`config.mk`:
```
export PLATFORM = sky130hd
export DESIGN_NAME = qs_srt_ucode_seq
export DESIGN_NICKNAME = d
export VERILOG_FILES = /design/src/rtl/qs_srt_ucode_seq.sv
export SDC_FILE = /design/constraint.sdc
export NUM_CORES = 1
export LEC_CHECK = 0
export ABC_AREA = 1
export CAP_MARGIN = 40
export CORE_MARGIN = 4
export CORE_UTILIZATION = 55
export CTS_BUF_LIST = sky130_fd_sc_hd__clkbuf_4
export CTS_CLUSTER_SIZE = 25
export DETAILED_ROUTE_END_ITERATION = 8
export DONT_BUFFER_PORTS = 1
export GPL_TIMING_DRIVEN = 0
export PLACE_DENSITY = 0.83
export SYNTH_ARGS = -nofsm -noshare
export SYNTH_HDL_FRONTEND = slang
export SYNTH_SLANG_ARGS = --single-unit
```
`constraint.sdc`:
```
create_clock -name clk -period 1.5 [get_ports clk]
set_clock_uncertainty 0.1 [all_clocks]
set_input_delay 0.225 -clock clk [delete_from_list [all_inputs] [get_ports clk]]
set_output_delay 0.225 -clock clk [all_outputs]
set_load 0.02 [all_outputs]
```
`src/rtl/qs_srt_ucode_seq.sv`:
```
// Microcode sequencer for the quicksort engine: executes control-flow opcodes
// locally, issues datapath opcodes, and tracks flag/BLINK hazards.
module qs_srt_ucode_seq #(
    parameter int PC_W      = 8,
    parameter int INST_W    = 16,
    parameter int BLINK_IDX = 7
) (
    input  logic              clk,
    input  logic              rst,
    output logic [PC_W-1:0]   ra,
    input  logic [INST_W-1:0] rout,
    output logic              issue_vld,
    output logic [INST_W-1:0] issue_inst,
    input  logic              issue_rdy,
    input  logic              flags_vld,
    input  logic              flags_eq,
    input  logic              flags_gt,
    input  logic              blink_wr_en,
    input  logic [PC_W-1:0]   blink_wr_data,
    output logic [PC_W-1:0]   blink_rd,
    input  logic              dp_idle,
    input  logic              bank_in_vld,
    output logic              bank_in_ack,
    output logic              bank_out_vld,
    input  logic              bank_out_rdy,
    output logic              err
);

    typedef enum logic {RUN = 1'b0, ERR = 1'b1} state_t;

    localparam logic [3:0] OP_NOP  = 4'h0;
    localparam logic [3:0] OP_JCC  = 4'h1;
    localparam logic [3:0] OP_STK  = 4'h2;
    localparam logic [3:0] OP_MEM  = 4'h4;
    localparam logic [3:0] OP_MOV  = 4'h6;
    localparam logic [3:0] OP_ALU  = 4'h7;
    localparam logic [3:0] OP_CALL = 4'hC;
    localparam logic [3:0] OP_BANK = 4'hF;

    localparam logic [2:0]      BLINK_R = 3'(BLINK_IDX);
    localparam logic [PC_W-1:0] PC_ONE  = {{(PC_W-1){1'b0}}, 1'b1};

    state_t          state, state_nxt;
    logic [PC_W-1:0] pc, pc_nxt, pc_inc, blink, target, ret_addr;
    logic            flag_eq, flag_gt, flags_pend, blink_pend;
    logic [3:0]      opc;
    logic            sub_op;
    logic [2:0]      rrr;
    logic [1:0]      cc;
    logic            is_sub, wr_blink, issue_fire, call_fire, running, jcc_taken;

    assign opc      = rout[15:12];
    assign sub_op   = rout[11];
    assign rrr      = rout[10:8];
    assign cc       = rout[9:8];
    assign target   = rout[PC_W-1:0];
    assign pc_inc   = pc + PC_ONE;
    assign is_sub   = (opc == OP_ALU) && sub_op;
    assign wr_blink = ((opc == OP_STK && sub_op) || opc == OP_MOV) && (rrr == BLINK_R);
    assign running  = (state == RUN) && !rst;
    // A BLINK write landing in the same cycle a stalled RET releases must win.
    assign ret_addr = blink_wr_en ? blink_wr_data : blink;

    always_comb begin
        jcc_taken = 1'b0;
        case (cc)
            2'b00:   jcc_taken = 1'b1;
            2'b01:   jcc_taken = flag_eq;
            2'b10:   jcc_taken = flag_gt;
            default: jcc_taken = !flag_gt;
        endcase
    end

    // Handshakes (issue_vld/issue_rdy, bank_out_vld/bank_out_rdy): a transfer
    // happens on a cycle where both are high; while valid is high and ready is
    // low, the PC and therefore the payload are held unchanged.
    always_comb begin
        state_nxt    = state;
        pc_nxt       = pc;
        issue_vld    = 1'b0;
        bank_in_ack  = 1'b0;
        bank_out_vld = 1'b0;
        call_fire    = 1'b0;
        if (running) begin
            case (opc)
                OP_NOP: pc_nxt = pc_inc;
                OP_JCC: begin
                    if (cc == 2'b00 && target == pc)
                        state_nxt = ERR;
                    else if (cc == 2'b00 || !flags_pend)
                        pc_nxt = jcc_taken ? target : pc_inc;
                end
                OP_STK, OP_MEM, OP_MOV, OP_ALU: begin
                    if (!(is_sub && flags_pend)) begin
                        issue_vld = 1'b1;
                        if (issue_rdy)
                            pc_nxt = pc_inc;
                    end
                end
                OP_CALL: begin
                    if (!sub_op) begin
                        if (!blink_pend) begin
                            call_fire = 1'b1;
                            pc_nxt    = target;
                        end
                    end else if (!blink_pend || blink_wr_en) begin
                        pc_nxt = ret_addr;
                    end
                end
                OP_BANK: begin
                    if (!sub_op) begin
                        if (bank_in_vld && dp_idle) begin
                            bank_in_ack = 1'b1;
                            pc_nxt      = pc_inc;
                        end
                    end else if (dp_idle && !flags_pend && !blink_pend) begin
                        bank_out_vld = 1'b1;
                        if (bank_out_rdy)
                            pc_nxt = pc_inc;
                    end
                end
                default: state_nxt = ERR;
            endcase
        end
    end

    assign issue_fire = issue_vld && issue_rdy;

    always_ff @(posedge clk) begin
        if (rst) begin
            state      <= RUN;
            pc         <= '0;
            blink      <= '0;
            flag_eq    <= 1'b0;
            flag_gt    <= 1'b0;
            flags_pend <= 1'b0;
            blink_pend <= 1'b0;
        end else begin
            state <= state_nxt;
            pc    <= pc_nxt;
            if (call_fire)
                blink <= pc_inc;
            else if (blink_wr_en)
                blink <= blink_wr_data;
            // A new flag op issuing alongside the old op's flags keeps pend set.
            if (issue_fire && is_sub)
                flags_pend <= 1'b1;
            else if (flags_vld)
                flags_pend <= 1'b0;
            if (flags_vld) begin
                flag_eq <= flags_eq;
                flag_gt <= flags_gt;
            end
            if (issue_fire && wr_blink)
                blink_pend <= 1'b1;
            else if (blink_wr_en)
                blink_pend <= 1'b0;
        end
    end

    assign ra         = pc;
    assign issue_inst = rst ? '0 : rout;
    assign blink_rd   = rst ? '0 : blink;
    assign err        = !rst && (state == ERR);

endmodule

```
==> impl_metrics.ini, run 1 <==
[run_status]
status = finished, violations left
violations = negative setup slack

[grt]
grt-ovfl-total = 0
grt_max_degree = 12
grt_pass1_vias = 2170
grt_first_pass_wirelength_mm = 9.81
antenna_found_initial = 0
grt_usage = 0.272

[routing]
dr.pass1.iters = 4
wl_mm = 6.37
final_antenna_net_count = 0
post_drt_wl_per_cell_um = 14.2
drt_iter0_drc = 183
drcViolationCount = 0
avgViaCountPerCell = 5.34
dr_total_vias = 2402

[cts]
cts_tree = built
cts.sink_count = 21
root_buffer = clkbuf_4
clk_latency_ps = 310
path_clk_slew_ps = 120
clockBufferDepth = 2
cts-htree-levels = 1
numCtsBuffers = 3

[timing]
worst_slew_pin_slew_ps = 533
fin_crit_sh = 1.12
max_freq_mhz = 598
slew_headroom = 0.645
rsz0062_at_grt = true
hold_viol = 0
period_minus_slack_ps = 1670
setup_ws_ps = -173
setup_violations = 11
drv_slew = 0

[yosys]
ys_top_cells_by_area = nand2_1 (21%), dfxtp_1 (21%), nor2_1 (16%), inv_1 (9.9%), nand3_1 (8.1%)
async_flop_share = 0
yosysSeqAreaShare = 0.206
yosys-top-cells-count = nand2_1 (114), nor2_1 (88), inv_1 (54)
yosys.cell_types.count = 31
synth_edf_count = 0
syn_area_per_cell_um2 = 5.27
synth-seq-cells = 21
yosysWarnings = 0
netlist_instances = 387
synth_ff_type = dfxtp_1
synth_top_cell_area_share = 0.210
syn-cell-area_mm2 = 0.00204
yosys.cell_count.top_type = nand2_1
syn_nets = 422
yosysTopAreaCell = nand2_1

[floorplan]
die_x_um = 68.9
die_h_um = 68.9
rows = 21
start_util = 0.588
core-area_mm2 = 0.00347
ios = 70
die_area_mm2 = 0.00475

[power_and_ir_drop]
p_leak_nw = 1.22
power.total_w = 0.00148
cellPowerDensity_mw_per_mm2 = 606
vdd_drop_max_uv = 330

[finish]
fill_cells = 332
drive_gt1_frac = 0.238
nNetsFinal = 440
syn_to_final_growth_pct = 19.7
diodes = 0
final_core_util = 0.704

[placed_design]
place.gp.congestion = 0.939
io_buffers = 0
hpwl_mm = 4.66

[setup_path]
worstPathRequired_ps = 1620
critPathArrivalTime_ps = 1790
worstSetupPathType = register to register
end_kind = register
r2r_slack_ps = -170
start_kind = register
path_max_fanout = 7

[run]
cap_violations = 0

[worst_hold_path]
min_path_type = primary input to register
-- path summary, 6_finish.rpt --
check | from | end | cells after the start
max reg2reg | ra[0] | ra[4] | 12
min reg2reg | flags_pend | flags_pend | 2
max | ra[0] | ra[4] | 12
min | flags_gt | flag_gt | 2
-- registers in the layout, indices dropped and copies added, names as in the netlist --
register    count
blink           8
blink_pend      1
state           1
flag_gt         1
flag_eq         1
ra              8
flags_pend      1
-- area by class of cell --
class,instances,area (um^2),share of cell area
Timing Repair Buffer,13,110,0.0451
Sequential cell,21,453,0.186
Inverter,60,230,0.0943
Clock buffer,4,30.0,0.0123
Multi-Input combinational cell,297,1500,0.613
Buffer,9,63.8,0.0261
Tap cell,46,57.6,0.0236
-- through the flow --
stage / instances / setup TNS [ps] / hold WS [ps] / worst slack, ps / area, um^2
floorplan: 387 / -6.03 / 260 / -6.03 / 2060
detailed placement: 433 / -2950 / 270 / -235 / 2110
finish: 450 / -1080 / 11.0 / -173 / 2440
global route: 450 / -2350 / 14.9 / -268 / 2440
global placement: 433 / -2530 / 265 / -235 / 2110
CTS: 447 / -359 / 9.22 / -67.1 / 2360
-- cell families (layout without fill, tap and decap cells) --
group                      count (synthesis)  count (layout)  share of synthesized area
AOI/OAI and AO/OA                         34              34                     0.0902
xor gates and xnor gates                   2               2                    0.00859
adders and majority gates                  1               1                    0.00613
buffers and inverters                     69              86                      0.136
DFF                                       21              21                      0.206
and+or+nand+nor                          260             260                      0.553
-- placed cells by master (no fill, tap or decap), types with 4 or more instances in the layout --
cell type,instances
buf_4,11
nor2_1,76
inv_2,13
dfxtp_4,8
nand2_1,107
nand3_1,26
dlygate4sd3_1,5
o21ai_0,14
nand2_2,12
clkbuf_4,4
inv_1,45
dfxtp_1,11
nor2_4,6
a21oi_1,10
nor2_2,13
nand3_2,11
-- layer usage --
layer / vias up / share of wire / global-route usage
li1: 1225 / - / -
met1: 1069 / 0.41 / 0.350
met2: 102 / 0.48 / 0.465
met3: 6 / 0.10 / 0.0502
met4: 0 / 0.0088 / 0.0730
met5: - / 0 / 0
-- worst max-delay path, stage by stage (launching register included) --
cell,delay (ps)
dfxtp_4,470
ha_4,190
nand2_4,60
inv_4,60
nand2_2,50
nand2_2,80
nor2_1,50
nor2_1,140
nand2_1,80
nor2_2,110
nand3_1,90
nand2_1,70
nor2_1,30
-- repair_timing --
action / 4_1_cts / 5_1_grt
pin swaps: 15 / 17
setup endpoints to repair: 28 / 25
hold buffers: 5 / 0
hold endpoints to repair: 4 / 0
setup buffers: 5 / 3
gates resized for setup: 46 / 23
-- power by group --
part | switching, W | total (W) | internal [W]
Combinational | 0.000340 | 0.000522 | 0.000182
Clock | 0.000181 | 0.000303 | 0.000122
Sequential | 0.0000623 | 0.000655 | 0.000593
Total | 0.000583 | 0.00148 | 0.000897
No activity file was read; power rests on OpenSTA's default activity.
==> run 2, diff against run 1 <==
- TNS_END_PERCENT: not set -> 20
==> run 2 against run 1 <==
  * Power decreased by 1.2%
  * The flow still finishes with violations (negative setup slack)
  * Largest power group unchanged
  * Register-to-register slack improved by 80 ps
  * Wire length decreased by 5.5%
==> impl_metrics.ini, run 2 (synthesis results as in run 1) <==
[placed_design]
io_buffers = 0
place.gp.congestion = 0.949
hpwl_mm = 4.64
post-place-ws_ps = -262

[cts]
numCtsBuffers = 3
cts_tree = built
clockBufferDepth = 2
root_buffer = clkbuf_4
path_clk_slew_ps = 130
cts-htree-levels = 1
cts.sink_count = 21
clk_latency_ps = 310

[routing]
dr.pass1.iters = 4
post_drt_wl_per_cell_um = 13.4
wl_mm = 6.02
dr_total_vias = 2391
drt_iter0_drc = 204
drcViolationCount = 0
final_antenna_net_count = 0
avgViaCountPerCell = 5.33

[timing]
drv_slew = 0
period_minus_slack_ps = 1600
worst_slew_pin_slew_ps = 550
hold_slack_ps = 16.1
rsz0062_at_grt = true
fin_crit_sh = 1.06
setup_violations = 10
hold_viol = 0
slew_headroom = 0.633
max_freq_mhz = 626
setup_ws_ps = -97.0

[finish]
multi_input_area_mm2 = 0.00145
final_cell_mix = nand2_1 (108), nor2_1 (77), inv_1 (49)
syn_to_final_growth_pct = 16.6
layout_commonest_cell = nand2_1
diodes = 0
nNetsFinal = 439
fill_cells = 341
drive_gt1_frac = 0.199
seq_area_um2 = 452

[grt]
grt_max_degree = 12
grt-ovfl-total = 0
grt_first_pass_wirelength_mm = 9.56
antenna_found_initial = 0
grt_pass1_vias = 2131
grt_usage = 0.268

[floorplan]
die_h_um = 68.9
ios = 70
core-area_mm2 = 0.00347
die_x_um = 68.9
rows = 21
start_util = 0.588
die_area_mm2 = 0.00475

[power_and_ir_drop]
intPower_w = 0.000887
cellPowerDensity_mw_per_mm2 = 615
p_clk_frac = 0.213
vdd_drop_max_uv = 466
p_leak_nw = 1.19
switchingPower_w = 0.000576
combPwrFrac = 0.340
p_sw_frac = 0.394
p_seq_frac = 0.446

[run_status]
violations = negative setup slack
status = finished, violations left

[setup_path]
path_max_fanout = 7
end_kind = register
worstSetupPathType = register to register
ff2ff_path_depth = 12
start_kind = register
critPathArrivalTime_ps = 1720
worstPathRequired_ps = 1620

[worst_hold_path]
min_path_cells = 2
min_path_type = primary input to register

[run]
cap_violations = 0
-- run 2: cell types whose count changed in the layout (fill, tap and decap cells not counted), sizes merged --
cell / before / now
clkbuf: 6 / 7
buf: 15 / 13
-- run 2: power by group through the flow --
stage	clock network, W	registers (W)	logic [W]
after floorplan	0	0.000653	0.000359
after global placement	0	0.000662	0.000428
after detailed placement	0	0.000663	0.000435
after CTS	0.000314	0.000653	0.000479
after global routing	0.000332	0.000659	0.000561
final	0.000312	0.000653	0.000498
-- run 2: worst paths after layout --
kind,start,to,slack [ps]
worst max-delay path,ra[1],ra[4],-100
worst min-delay path,flags_gt,flag_gt,20
worst max register to register,ra[1],ra[4],-100
worst min register to register,flags_pend,flags_pend,410
-- run 2: timing repair --
item,in CTS,in global routing
gates resized for setup,40,11
endpoints found under the setup margin,28,17
endpoints found under the hold margin,4,0
hold buffers,5,0
gates cloned,0,0
setup buffers,4,3
pin swaps,14,7
-- run 2: critical path: stages (launching register included) --
cell	delay [ps]
dfxtp_4	460
ha_4	170
nand2_2	60
inv_2	70
nand2_2	50
nand2_2	80
nor2_1	60
nor2_1	90
nand2_1	70
nor2_2	100
nand3_1	80
nand2_1	70
nor2_1	30
-- run 2: final cells by class --
class | instances | share of cell area
clock buffers | 4 | 0.0126
inverters | 60 | 0.0947
well taps | 46 | 0.0242
multi-input cells | 297 | 0.609
plain buffers | 9 | 0.0263
repair buffers | 12 | 0.0431
flip-flops and latches | 21 | 0.190
-- run 2: per-layer routing --
layer	vias up	GRT usage	part of all wire	wire (um)
met4	0	0.0779	0.013	78
li1	1225	-	-	-
met3	11	0.0519	0.087	524
met2	93	0.443	0.46	2770
met5	-	0	0	0
met1	1062	0.351	0.44	2650
-- run 2: through the flow --
step | cells | util | area, um^2 | TNS, ps | power (W)
after floorplan | 387 | - | 2050 | -97.8 | 0.00101
after global placement | 433 | 0.608 | 2110 | -2840 | 0.00109
after detailed placement | 433 | 0.608 | 2110 | -3250 | 0.00110
after CTS | 446 | 0.672 | 2330 | -543 | 0.00145
after global routing | 449 | 0.686 | 2380 | -1970 | 0.00155
final | 449 | 0.686 | 2380 | -520 | 0.00146
